<file path="config.mk">
export PLATFORM = sky130hd
export DESIGN_NAME = pipe_scroller
export DESIGN_NICKNAME = d
export VERILOG_FILES = /design/src/rtl/pipe_scroller.sv
export SDC_FILE = /design/constraint.sdc
export NUM_CORES = 1
export LEC_CHECK = 0
export CAP_MARGIN = 20
export CORE_MARGIN = 2
export CORE_UTILIZATION = 45
export DETAILED_ROUTE_END_ITERATION = 8
export GPL_ROUTABILITY_DRIVEN = 1
export GPL_TIMING_DRIVEN = 0
export PLACE_DENSITY = 0.72
export SLEW_MARGIN = 20
export SYNTH_ARGS = -nofsm -noshare
export SYNTH_HDL_FRONTEND = slang
export SYNTH_SLANG_ARGS = --single-unit
</file>
<file path="constraint.sdc">
create_clock -name Clk -period 4.7 [get_ports Clk]
set_clock_uncertainty 0.2 [all_clocks]
set_input_delay 1.175 -clock Clk [delete_from_list [all_inputs] [get_ports Clk]]
set_output_delay 1.175 -clock Clk [all_outputs]
set_load 0.02 [all_outputs]
</file>
<file path="src/rtl/pipe_scroller.sv">
// pipe_scroller: scrolls and recycles two pipes on Frame_Tick, scores passes of Bird_X, drives current-pipe edges, raw pipe positions, Score and Pass
module pipe_scroller #(
  parameter int SCREEN_W = 640,
  parameter int PIPE_W = 60,
  parameter int GAP_H = 120,
  parameter int GAP_MIN = 40,
  parameter int SPEED = 2,
  parameter logic [15:0] SEED = 16'hACE1
) (
  input  logic Clk,
  input  logic reset,
  input  logic Frame_Tick,
  input  logic Start,
  input  logic Lose,
  input  logic Ack,
  input  logic [9:0] Bird_X,
  output logic [9:0] X_Edge_Left,
  output logic [9:0] X_Edge_Right,
  output logic [9:0] Y_Edge_Top,
  output logic [9:0] Y_Edge_Bottom,
  output logic [10:0] Pipe0_R,
  output logic [10:0] Pipe1_R,
  output logic [9:0] Pipe0_Gap,
  output logic [9:0] Pipe1_Gap,
  output logic [7:0] Score,
  output logic Pass
);
  localparam int SPACING = (SCREEN_W + PIPE_W) / 2;
  localparam logic [10:0] R0_INIT = 11'(SCREEN_W + PIPE_W);
  localparam logic [10:0] R1_INIT = 11'(SCREEN_W + PIPE_W + SPACING);
  localparam logic [10:0] SPD = 11'(SPEED);
  localparam logic [10:0] FWD = 11'(SPACING - SPEED);
  localparam logic [10:0] PW = 11'(PIPE_W);
  typedef enum logic [1:0] {IDLE, RUN, HALT} state_t;
  state_t state, state_n;
  logic [15:0] lfsr;
  logic [10:0] r0, r1, mv0, mv1, r_cur, mv_cur, left_raw, bird;
  logic [9:0] gap0, gap1, gap_cur, new_gap;
  logic cur, rc0, rc1, rc_cur, run_tick, start_go, ack_go, pass_n;
  assign new_gap = 10'(GAP_MIN) + {2'b0, lfsr[7:0]};
  assign bird = {1'b0, Bird_X};
  assign rc0 = r0 < SPD;
  assign rc1 = r1 < SPD;
  assign mv0 = rc0 ? r1 + FWD : r0 - SPD;
  assign mv1 = rc1 ? r0 + FWD : r1 - SPD;
  assign r_cur = cur ? r1 : r0;
  assign mv_cur = cur ? mv1 : mv0;
  assign rc_cur = cur ? rc1 : rc0;
  assign gap_cur = cur ? gap1 : gap0;
  assign run_tick = state == RUN && !Lose && Frame_Tick;
  assign start_go = state == IDLE && Start;
  assign ack_go = state == HALT && Ack;
  assign pass_n = run_tick && !rc_cur && r_cur >= bird && mv_cur < bird;
  always_comb begin
    state_n = state;
    state_n = start_go ? RUN : (state == RUN && Lose) ? HALT : ack_go ? IDLE : state;
  end
  always_ff @(posedge Clk or posedge reset)
    if (reset) begin
      state <= IDLE;
      lfsr <= SEED;
      r0 <= R0_INIT;
      r1 <= R1_INIT;
      gap0 <= 10'(GAP_MIN);
      gap1 <= 10'(GAP_MIN);
      cur <= 1'b0;
      Score <= '0;
      Pass <= 1'b0;
    end else begin
      state <= state_n;
      lfsr <= {lfsr[14:0], lfsr[15] ^ lfsr[13] ^ lfsr[12] ^ lfsr[10]};
      Pass <= pass_n;
      if (start_go) begin
        Score <= '0;
        cur <= 1'b0;
        gap0 <= new_gap;
        gap1 <= new_gap;
      end
      if (run_tick) begin
        r0 <= mv0;
        r1 <= mv1;
        if (rc0) gap0 <= new_gap;
        if (rc1) gap1 <= new_gap;
      end
      if (pass_n) begin
        cur <= ~cur;
        if (Score != 8'hFF) Score <= Score + 8'd1;
      end
      if (ack_go) begin
        r0 <= R0_INIT;
        r1 <= R1_INIT;
        cur <= 1'b0;
      end
    end
  assign left_raw = r_cur >= PW ? r_cur - PW : '0;
  assign X_Edge_Left = left_raw[10] ? 10'h3FF : left_raw[9:0];
  assign X_Edge_Right = r_cur[10] ? 10'h3FF : r_cur[9:0];
  assign Y_Edge_Top = gap_cur;
  assign Y_Edge_Bottom = gap_cur + 10'(GAP_H);
  assign Pipe0_R = r0;
  assign Pipe1_R = r1;
  assign Pipe0_Gap = gap0;
  assign Pipe1_Gap = gap1;
endmodule
</file>
# == Word-level counts from Yosys, hierarchy flattened ==
# Index checks and enable logic that the tools add are counted.
# word_totals
out_inout_bits,91
in_bits,16
elab_cells,71
regBits,70
# classes
eq_ne,3
n_lt_le_gt_ge,5
n_reduce_logical,14
n_bitwise,4
n_addsub,8
mux,28
# op_table
operator,count
11-bit two-way mux,9
10-bit two-way mux,9
8-bit two-way mux,3
11-bit by 9-bit adder with 11-bit output (second input constant),2
11-bit by 2-bit less-than comparator with 1-bit output (second input constant),2
11-bit by 2-bit subtractor with 11-bit output (second input constant),2
11-bit by 10-bit >= comparator with 1-bit output,1
11-bit by 6-bit >= comparator with 1-bit output (second input constant),1
11-bit by 10-bit less-than comparator with 1-bit output,1
11-bit by 6-bit subtractor with 11-bit output (second input constant),1
10-bit by 7-bit adder with 10-bit output (second input constant),1
6-bit by 8-bit adder with 9-bit output (first input constant),1
8-bit by 1-bit adder with 8-bit output (second input constant),1
1-bit logical AND,8
8-bit inequality test (second input constant),1
2-bit two-way mux,3
3-bit nonzero test,2
1-bit two-way mux,4
1-bit XOR,3
2-bit by 1-bit equality test with 1-bit output (second input constant),1
2-bit equality test (second input constant),1
1-bit logical NOT,2
2-bit logical NOT,1
2-bit nonzero test,1
1-bit inverter,1

# == Longest topological paths before layout ==
# Gate-level depths: netlist (run 1).
# depth
depth_word,8
ltp_mapped,20
depth_no_buf,17

# == Least setup slack after synthesis (run 1) ==
# OpenSTA, ideal clock, no wires.
# synth_timing
path_kind,register to register
from,"register r0[1], in the netlist Pipe0_R[1]"
to,register Score[6]
arrival_ps,3691
synth_period_minus_slack_ps,4015
required_time_ps,4376
setup_time_ps,124
n_path_buf,2
path_stages_with_launch,18
setup_slack_ps,685
cell_sequence,dfrtp_1 > inv_1 > ha_1 > nor3b_4 > nand2_1 > nor3b_2 > clkbuf_1 > a211oi_1 > a31o_2 > ha_1 > a21o_1 > a21o_1 > a211o_1 > a21oi_1 > and4_4 > buf_6 > a21oi_1 > a211o_1
# synth_between
elab_chain_len,7
# synth_rtl
item,line,rtl
start: declaration,37,"logic [10:0] r0, r1, mv0, mv1, r_cur, mv_cur, left_raw, bird;"
start signal: assignment,80,r0 <= mv0;
"parallel branches: the longest is 5 deep, another holds 11-bit by 2-bit subtractor with 11-bit output",-,
1-bit logical AND (*),53,assign pass_n = run_tick && !rc_cur && r_cur >= bird && mv_cur < bird;
8-bit two-way mux (*),85,if (pass_n) begin
end signal: assignment,87,if (Score != 8'hFF) Score <= Score + 8'd1;
end: declaration,25,"output logic [7:0] Score,"
# Every way passes the cells marked *.
# A chain may end at the register's enable or synchronous reset.

# == Final worst setup path (run 1) ==
# layout_timing
from,register cur
to,output port X_Edge_Left[7]
# layout_between
elab_chain_len,4
# layout_rtl
item,line,rtl
start: declaration,39,"logic cur, rc0, rc1, rc_cur, run_tick, start_go, ack_go, pass_n;"
start signal: assignment,86,cur <= ~cur;
11-bit two-way mux (*),46,assign r_cur = cur ? r1 : r0;
11-bit by 6-bit subtractor with 11-bit output or 11-bit by 6-bit >= comparator with 1-bit output (tied branches),95,assign left_raw = r_cur >= PW ? r_cur - PW : '0;
11-bit two-way mux (*),95,
10-bit two-way mux (*),96,assign X_Edge_Left = left_raw[10] ? 10'h3FF : left_raw[9:0];
end: declaration,17,"output logic [9:0] X_Edge_Left,"
# Every way passes the cells marked *; elsewhere a longest branch is shown, timed or not.

==> run metrics, run 1 <==
commonest cells in the netlist=nand2_1 (58), dfrtp_1 (48), a21oi_1 (41); Synth Warn #=0; Initial Utilization=0.460; Main synth FF type=dfrtp_1; # diodes=0; synthesized area=4990 um^2; Synth top area share=0.241; Post-route DRC=0; maximum vdd drop=0.000504 V; most frequent cell after synthesis=nand2_1; CTS tree=built; Synth Area in Simple Gates=0.180; highest routed layer=met4; Peak Freq=223 MHz; Tmin final=4.47 ns; min-delay worst type=reg -> reg; Pre-Repair DR Iteration Count=5; DR WL/cell=17.4 um; DR vias/cell=5.55; worst hold margin=0.156 ns; Final Util=0.605; met1 WL=5.98 mm; first-pass GRT wire length=23.2 mm; I/O pin count=107; GRT Total Usage=0.253; H-tree depth=3; synthesized instance count=556; Post-Synth XOR/XNOR Area=0.0544; die extent in x=109 um; DR iter-0 viols=278; gpl congestion=0.968; Critical Path End Type=output pin; Layout Area Growth over Synthesis=31.4%; fin. max-slew vios=0; Syn Nets=601; Core Area=10800 um^2; Layout Cells excl Fill=823; Async S/R FF share, synth=1.00; final wirelength=14.4 mm; Hold-fix buffers, CTS=0; antenna-violating nets left=0; clock tree buffer depth=2; largest net degree at the start of global routing=56; Avg Cell Area, Syn=8.97 um^2; number of global-route vias before repair=4532; library cells used by synthesis=62; ratio of final minimum period to clock period=0.952; post-synthesis register bit count=70; CTS Sinks=70; Worst-path clk slew=0.08 ns; Clock Latency Late Sink=0.36 ns; leak pwr=3.01 nW; hpwl dp=10.8 mm; row cnt=38; WL met2=6.97 mm; WS Path Type=reg -> out; fin nets=723; number of max-cap violations=0; DP Worst Slack=-0.253 ns; Startpoint Class=register; Setup-failing EPs final=0; crit-path max FO=10; Compound-Gate Fraction of Synth Area=0.178; largest area contributor in the netlist=dfrtp_1; slowest stage cell, crit path=dfrtp_1; die footprint=11900 um^2; Worst Path Required=3.32 ns; Worst-Margin Slew=0.994 ns; share of cells above drive strength 1=0.157; mux cell area share after synthesis=0.0833; final worst setup slack=0.225 ns; RSZ-0062 raised after global routing=false; CP arrival=3.10 ns; top post-synthesis cells by area=dfrtp_1 (24%), dfstp_2 (12%), ha_1 (7.3%); Clock Tree Root=clkbuf_8; worst path bufs/invs=6; Pwr Density=489 nW/um^2; Total Power=3.20 mW; worst rel slew slack=0.335; sequential area share after synthesis=0.357; Final Hold Vio Count=0; r2r setup slk=0.29 ns; grt ovf=0; post-placement cell count=803; post-synthesis adder-cell area fraction=0.0727; met3 WL=996 um; IO buf count=106; cts bufs inserted=9; vias after detailed routing=4569; number of flops mapped to enable cells by yosys=0; initial antenna violation count=0; most used cell, CP=buf_6; crit-path cells=buf_6 -> buf_6 -> mux2i_4 -> inv_1 -> ha_1 -> and3_1 -> buf_1 -> nor3_2 -> xor2_2 -> buf_4 -> a21oi_1 -> dlygate4sd2_1; max incr delay on CP=0.39 ns; status=complete, no violations; Worst path top cell family by delay=buffers and inverters; largest family of logic cells by synthesized area=simple AND/OR/NAND/NOR gates; Die Height=109 um
-- repair_timing --
action / 4_1_cts / 5_1_grt
pin swaps: 1 / 1
setup buffers: 1 / 3
endpoints found under the setup margin: 17 / 16
gates resized for setup: 14 / 8
-- metal layers --
layer	vias up	track usage
met4	0	0.103
met3	32	0.0593
li1	2190	-
met1	2163	0.315
met2	184	0.421
met5	-	0
-- logic make-up after synthesis --
kind of cell             Yosys count
AND/OR/NAND/NOR                  175
buffers and inverters             78
AO/OA/AOI/OAI                    135
multiplexers                      38
XOR/XNOR                          31
flip-flops                        70
adder cells (fa/ha/maj)           29
-- layout by cell type (no fill, tap or decap), types with 10 or more instances in the layout --
| master | netlist | layout |
|---|---|---|
| clkbuf_1 | 15 | 15 |
| inv_1 | 40 | 39 |
| mux2i_1 | 19 | 18 |
| mux2_2 | 18 | 18 |
| nand3_1 | 20 | 20 |
| nand2_1 | 58 | 58 |
| a21oi_1 | 41 | 41 |
| clkbuf_8 | 0 | 10 |
| xor2_1 | 15 | 14 |
| xnor2_1 | 16 | 16 |
| clkdlybuf4s50_1 | 0 | 96 |
| dfrtp_1 | 48 | 48 |
| ha_1 | 29 | 29 |
| dfstp_2 | 22 | 22 |
| a21o_1 | 10 | 10 |
| nor2_1 | 32 | 32 |
| buf_4 | 9 | 12 |
| o21ai_0 | 37 | 37 |
| and3_1 | 12 | 12 |
| nor3_1 | 12 | 11 |
-- flip-flops by register name (all words and copies together), names as in the netlist --
name,flops
Pass,1
Pipe0_Gap,10
Pipe0_R,11
Pipe1_Gap,10
Pipe1_R,11
Score,8
cur,1
lfsr,16
state,2
-- metrics by stage --
step,area [um^2],setup TNS [ns]
global route,6560,0
CTS,6520,0
finish,6560,0
floorplan,4990,0
global placement,6220,-1.78
detailed placement,6250,-2.31
-- where the power goes --
part | total, mW | internal (mW) | switching, mW
registers | 0.785 | 0.710 | 0.0754
logic | 1.90 | 0.815 | 1.09
clock network | 0.518 | 0.266 | 0.252
total | 3.20 | 1.79 | 1.41
-- path summary, 6_finish.rpt --
path / startpoint / end / cells after the start
setup / recovery: cur / X_Edge_Left[7] / 12
hold / removal: lfsr[8] / lfsr[9] / 0
setup reg to reg: Pipe0_R[2] / Score[2] / 18
hold reg to reg: lfsr[8] / lfsr[9] / 0
max in group asynchronous: reset / Pipe1_R[10] / 3
min in group asynchronous: reset / Pipe0_R[10] / 2
-- worst reg2reg max path: cells and delay by family (launching register included) --
kind / cells / cell delay [ns]
AO/OA/AOI/OAI: 5 / 0.95
adder cells (fa/ha/maj): 2 / 0.58
buffers and inverters: 3 / 0.58
flip-flops: 1 / 0.43
multiplexers: 1 / 0.21
AND/OR/NAND/NOR: 7 / 1.34
-- final cells by class --
type                    count  area [um^2]
clock inverters             5         65.1
plain buffers              37          226
clock buffers              11          141
flip-flops and latches     70         1780
well taps                 140          175
repair buffers            111         1130
inverters                  41          158
fillers                   986         4290
multi-input cells         408         2880
(Power assumes the default switching activity.)
==> inputs of run 2 (changes only) <==
--- a/config.mk
+++ b/config.mk
@@ -5,9 +5,10 @@
 export SDC_FILE = /design/constraint.sdc
 export NUM_CORES = 1
 export LEC_CHECK = 0
-export CAP_MARGIN = 20
+export ABC_CLOCK_PERIOD_IN_PS = 4700
 export CORE_MARGIN = 2
 export CORE_UTILIZATION = 45
+export CTS_CLUSTER_DIAMETER = 100
 export DETAILED_ROUTE_END_ITERATION = 8
 export GPL_ROUTABILITY_DRIVEN = 1
 export GPL_TIMING_DRIVEN = 0
==> results of run 2 <==
No change in the layout: final DEF, timing and power equal those of run 1.
